File: src/rtl/rom_word_fetcher.sv
// Fetches req_len consecutive 32-bit big-endian words from a byte-wide ROM, four byte reads per word.
// First rd_vld to word_vld is 5 cycles; each word is held in HOLD until word_rdy, and no reads are issued meanwhile.
module rom_word_fetcher #(
  parameter int ADDR_WD    = 8,
  parameter int DATA_DEPTH = 124
) (
  input  logic               clk,
  input  logic               reset,
  input  logic               req_vld,
  output logic               req_rdy,
  input  logic [ADDR_WD-3:0] req_base,
  input  logic [ADDR_WD-3:0] req_len,
  output logic               rd_vld,
  output logic [ADDR_WD-1:0] rd_addr,
  input  logic [7:0]         rd_data,
  input  logic               rd_data_out_vld,
  output logic               word_vld,
  input  logic               word_rdy,
  output logic [31:0]        word_data,
  output logic               word_last,
  output logic               busy,
  output logic               err
);

  localparam int WW = ADDR_WD - 2;

  typedef enum logic [1:0] {
    IDLE  = 2'd0,
    ISSUE = 2'd1,
    DRAIN = 2'd2,
    HOLD  = 2'd3
  } state_t;

  state_t          state_q, state_d;
  logic [WW-1:0]   word_q, word_d;
  logic [WW-1:0]   rem_q, rem_d;
  logic [1:0]      iss_cnt_q, iss_cnt_d;
  logic [2:0]      rx_cnt_q, rx_cnt_d;
  logic [31:0]     data_q, data_d;
  logic            err_q, err_d;

  logic [ADDR_WD-1:0] word_end;
  logic [ADDR_WD+1:0] byte_end;
  logic               req_bad;
  logic               byte_take;

  // One byte past the last requested byte; the sum cannot overflow ADDR_WD bits.
  assign word_end = {2'b00, req_base} + {2'b00, req_len};
  assign byte_end = {word_end, 2'b00};
  assign req_bad  = (req_len == '0) || (byte_end > (ADDR_WD+2)'(DATA_DEPTH));

  // Only the first four returned bytes of a word are used; anything else is dropped.
  assign byte_take = rd_data_out_vld && ((state_q == ISSUE) || (state_q == DRAIN)) && !rx_cnt_q[2];

  always_comb begin
    state_d   = state_q;
    word_d    = word_q;
    rem_d     = rem_q;
    iss_cnt_d = iss_cnt_q;
    rx_cnt_d  = rx_cnt_q;
    data_d    = data_q;
    err_d     = 1'b0;

    if (byte_take) begin
      rx_cnt_d = rx_cnt_q + 3'd1;
      case (rx_cnt_q[1:0])
        2'd0:    data_d[31:24] = rd_data;
        2'd1:    data_d[23:16] = rd_data;
        2'd2:    data_d[15:8]  = rd_data;
        default: data_d[7:0]   = rd_data;
      endcase
    end

    case (state_q)
      IDLE: begin
        if (req_vld) begin
          if (req_bad) begin
            err_d = 1'b1;
          end else begin
            state_d   = ISSUE;
            word_d    = req_base;
            rem_d     = req_len;
            iss_cnt_d = 2'd0;
            rx_cnt_d  = 3'd0;
          end
        end
      end
      ISSUE: begin
        iss_cnt_d = iss_cnt_q + 2'd1;
        if (iss_cnt_q == 2'd3) begin
          state_d = DRAIN;
        end
      end
      DRAIN: begin
        if (rx_cnt_d[2]) begin
          state_d = HOLD;
        end
      end
      HOLD: begin
        if (word_rdy) begin
          if (rem_q == WW'(1)) begin
            state_d = IDLE;
          end else begin
            state_d   = ISSUE;
            word_d    = word_q + WW'(1);
            rem_d     = rem_q - WW'(1);
            iss_cnt_d = 2'd0;
            rx_cnt_d  = 3'd0;
          end
        end
      end
      default: state_d = IDLE;
    endcase
  end

  always_ff @(posedge clk) begin
    if (reset) begin
      state_q   <= IDLE;
      word_q    <= '0;
      rem_q     <= '0;
      iss_cnt_q <= 2'd0;
      rx_cnt_q  <= 3'd0;
      data_q    <= 32'd0;
      err_q     <= 1'b0;
    end else begin
      state_q   <= state_d;
      word_q    <= word_d;
      rem_q     <= rem_d;
      iss_cnt_q <= iss_cnt_d;
      rx_cnt_q  <= rx_cnt_d;
      data_q    <= data_d;
      err_q     <= err_d;
    end
  end

  assign req_rdy   = (state_q == IDLE);
  assign busy      = (state_q != IDLE);
  assign rd_vld    = (state_q == ISSUE);
  // 4*word + byte offset is a plain concatenation since the offset is below 4.
  assign rd_addr   = rd_vld ? {word_q, iss_cnt_q} : '0;
  assign word_vld  = (state_q == HOLD);
  assign word_data = data_q;
  assign word_last = word_vld && (rem_q == WW'(1));
  assign err       = err_q;

endmodule
File: config.mk
export PLATFORM = sky130hd
export DESIGN_NAME = rom_word_fetcher
export DESIGN_NICKNAME = d
export VERILOG_FILES = /design/src/rtl/rom_word_fetcher.sv
export SDC_FILE = /design/constraint.sdc
export NUM_CORES = 1
export LEC_CHECK = 0
export CAP_MARGIN = 30
export CORE_ASPECT_RATIO = 1.2
export CORE_MARGIN = 2
export CORE_UTILIZATION = 45
export DETAILED_ROUTE_END_ITERATION = 8
export DONT_BUFFER_PORTS = 1
export GPL_TIMING_DRIVEN = 0
export HOLD_SLACK_MARGIN = 0.1
export PLACE_DENSITY = 0.58
export SLEW_MARGIN = 25
export SYNTH_ARGS = -nofsm -noshare
export SYNTH_HDL_FRONTEND = slang
export SYNTH_SLANG_ARGS = --single-unit
File: constraint.sdc
create_clock -name clk -period 3.1 [get_ports clk]
set_input_delay 0.775 -clock clk [delete_from_list [all_inputs] [get_ports clk]]
set_output_delay 0.775 -clock clk [all_outputs]
set_load 0.01 [all_outputs]
==> results.toml <==
[sta]
min_period_ps = 2738
max_freq_ghz = 0.3652
finalClockSkew_ps = 5.083
setup_ws_ps = 362.0
post-route-period-util = 0.8832
setup_violations = 0
finalHoldViolations = 0
max-slew-margin-rel = 0.5857
rsz0062_at_grt = "false"
maxSlewViolCount = 0
worstMarginPinSlew_ps = 619.2
tns_ps = 0

[synth]
syn_area_sq_um = 2683
yosys_warnings = 0
yosysTopAreaCellShare = 0.3881
synthMuxAreaShare = 0.01912
synth_edf_count = 0
yosysTopAreaCell = "dfxtp_1"
ys.flop_type = "dfxtp_1"
synth-seq-cells = 52
synth_top_family_by_area = "simple AND/OR/NAND/NOR gates"
synth_area_per_cell_sq_um = 8.080
synth_fa_ha_area_frac = 0.09608
syn-num-nets = 377
yosys.area_share.simple = 0.2225
netlist_instances = 332
synth-xor-area-share = 0.003265
synth-compound-area-share = 0.2094
ys_types = 40
ys_seq_area_frac = 0.3881
synth_area_leaders = "dfxtp_1 39%, nand2_1 12%, ha_1 8.9%"
synth_async_sr_flop_share = 0

[clock_tree]
cts_buffer_depth = 2
clockRootBuffer = "clkbuf_8"
htreeDepth = 2
numCtsBuffers = 5
clock_latency_ps = 310
clk_pin_slew_ps = 90
cts.sinks = 52
post_cts_buffers = 0
cts_tree = "yes"
ctsResizeCount = 0
cts_hold_buf = 0

[floorplan]
dieArea_sq_um = 6597
die_w_um = 74.48
start_util = 0.4702
die_h_um = 88.58
core-area_sq_um = 5705
io_pins = 71
num_rows = 30

[critical_path]
path_class = "input port to flop"
cp.arrival_ps = 2940
critPathLaunchType = "input port"
critPathCaptureType = "flop"
critPathRequiredTime_ps = 3300
cp_max_fo = 6

[global_route]
antenna_found_initial = 0
grt_pass1_wl_um = 11030
grt_usage = 0.2177
first_global_vias = 2225
overflow = 0
grt_start_max_net_pins = 17

[power_and_ir_drop]
internal-power_w = 0.001014
p_leak_nw = 1.019
peakVddDrop_mv = 0.2209
p_per_area_nw_per_um2 = 528.4
seq_power_share = 0.496
switching_power_w = 0.0005034
clockPowerShare = 0.259
swShare = 0.3318
p_comb_frac = 0.246

[drt]
drtIter0Drc = 96
ant_nets = 0
firstDrtPassIters = 4
viasPerCell = 5.583
totalWireLength_um = 6932
avgRoutedWirePerCell_um = 16.50
vias = 2345
drc = 0

[place]
io_buffers = 0
dpl.hpwl_um = 5087
detailedPlace.worstSlack_ps = 44.58
place.gp.congestion = 0.7696

[cells_and_area]
n_fill_cell = 590
insertedDiodeCount = 0
area_growth_syn_to_layout_pct = 7.043
layout-drive-gt1-share = 0.05588
fin_nets = 384
final_cell_mix = "89 x nand2_1, 52 x dfxtp_1, 45 x a21oi_1"
final_common_cell = "nand2_1"

[hold_path]
hp-class = "flop to flop"

[run_status]
run_status = "completed"

[run]
drv_cap = 0
cells in the mapped netlist (4+ instances only):
cell      number
nand2_1       89
dfxtp_1       52
a21oi_1       45
ha_1          19
clkbuf_1      14
inv_1         13
and2_1        12
nand3_1       11
a211oi_1       8
nor3_1         7
o32ai_1        7
a221oi_1       6
nor2_1         5
mux2i_1        4
nor4_1         4
metal layers:
metal	vias up	GRT usage	wire (um)	part of all wire
met1	1063	0.2439	2609	0.38
met3	17	0.05695	625	0.090
met4	0	0.08442	204	0.029
li1	1174	-	-	-
met5	-	0	0	0
met2	91	0.3894	3493	0.50
registers in the layout, summed over array words and instances, names as in the netlist:
| name | count |
|---|---|
| rem_q | 6 |
| iss_cnt_q | 2 |
| rx_cnt_q | 3 |
| word_q | 6 |
| state_q | 2 |
| word_data | 32 |
| err | 1 |
final cells by class:
cell class | instances | area (sq um) | share of cell area
Clock inverter | 2 | 16.27 | 0.005664
Sequential cell | 52 | 1041 | 0.3625
Buffer | 20 | 112.6 | 0.03922
Inverter | 14 | 52.55 | 0.01830
Tap cell | 80 | 100.1 | 0.03486
Multi-Input combinational cell | 246 | 1476 | 0.5142
Clock buffer | 6 | 72.57 | 0.02527
power groups by stage:
stage / Sequential [W] / Combinational [W] / Clock [W]
after detailed placement: 0.000768 / 0.000371 / 0
after floorplan: 0.000757 / 0.000297 / 0
final: 0.000752 / 0.000373 / 0.000393
after global placement: 0.000767 / 0.000370 / 0
after global routing: 0.000759 / 0.000414 / 0.000431
after CTS: 0.000752 / 0.000374 / 0.000406
critical path, cell delays in order:
cell and delay [ps]:
ha_1 200, fa_1 370, or4b_1 550, a221o_1 450, a211o_1 330, a32o_1 250
through the flow:
| step | instance area, sq um | total power [W] | util | instances | hold slack (ps) |
|---|---|---|---|---|---|
| 3_3_place_gp | 2783 | 0.001136 | 0.4877 | 412 | 466.6 |
| 3_5_place_dp | 2783 | 0.001139 | 0.4877 | 412 | 469.6 |
| 6_report | 2872 | 0.001517 | 0.5033 | 420 | 480.0 |
| 5_1_grt | 2872 | 0.001604 | 0.5033 | 420 | 503.9 |
| 4_1_cts | 2872 | 0.001532 | 0.5033 | 420 | 485.5 |
| 2_1_floorplan | 2683 | 0.001054 | - | 332 | 446.9 |
final timing paths:
kind | from | cells past startpoint | endpoint | slack [ps]
worst max-delay path | req_base[0] | 6 | rem_q[3]$_SDFFE_PP0P_ | 360
worst min-delay path | rem_q[5]$_SDFFE_PP0P_ | 2 | rem_q[5]$_SDFFE_PP0P_ | 480
worst max register to register | state_q[0]$_SDFFE_PP0P_ | 8 | rem_q[1]$_SDFFE_PP0P_ | 750
worst min register to register | rem_q[5]$_SDFFE_PP0P_ | 2 | rem_q[5]$_SDFFE_PP0P_ | 480
cells by family after synthesis:
group,after synthesis
buf+inv,34
compound gates,85
fa+ha+maj,20
simple gates,135
mux,5
flops,52
xor+xnor,1
Power figures use the tool's default switching activity.
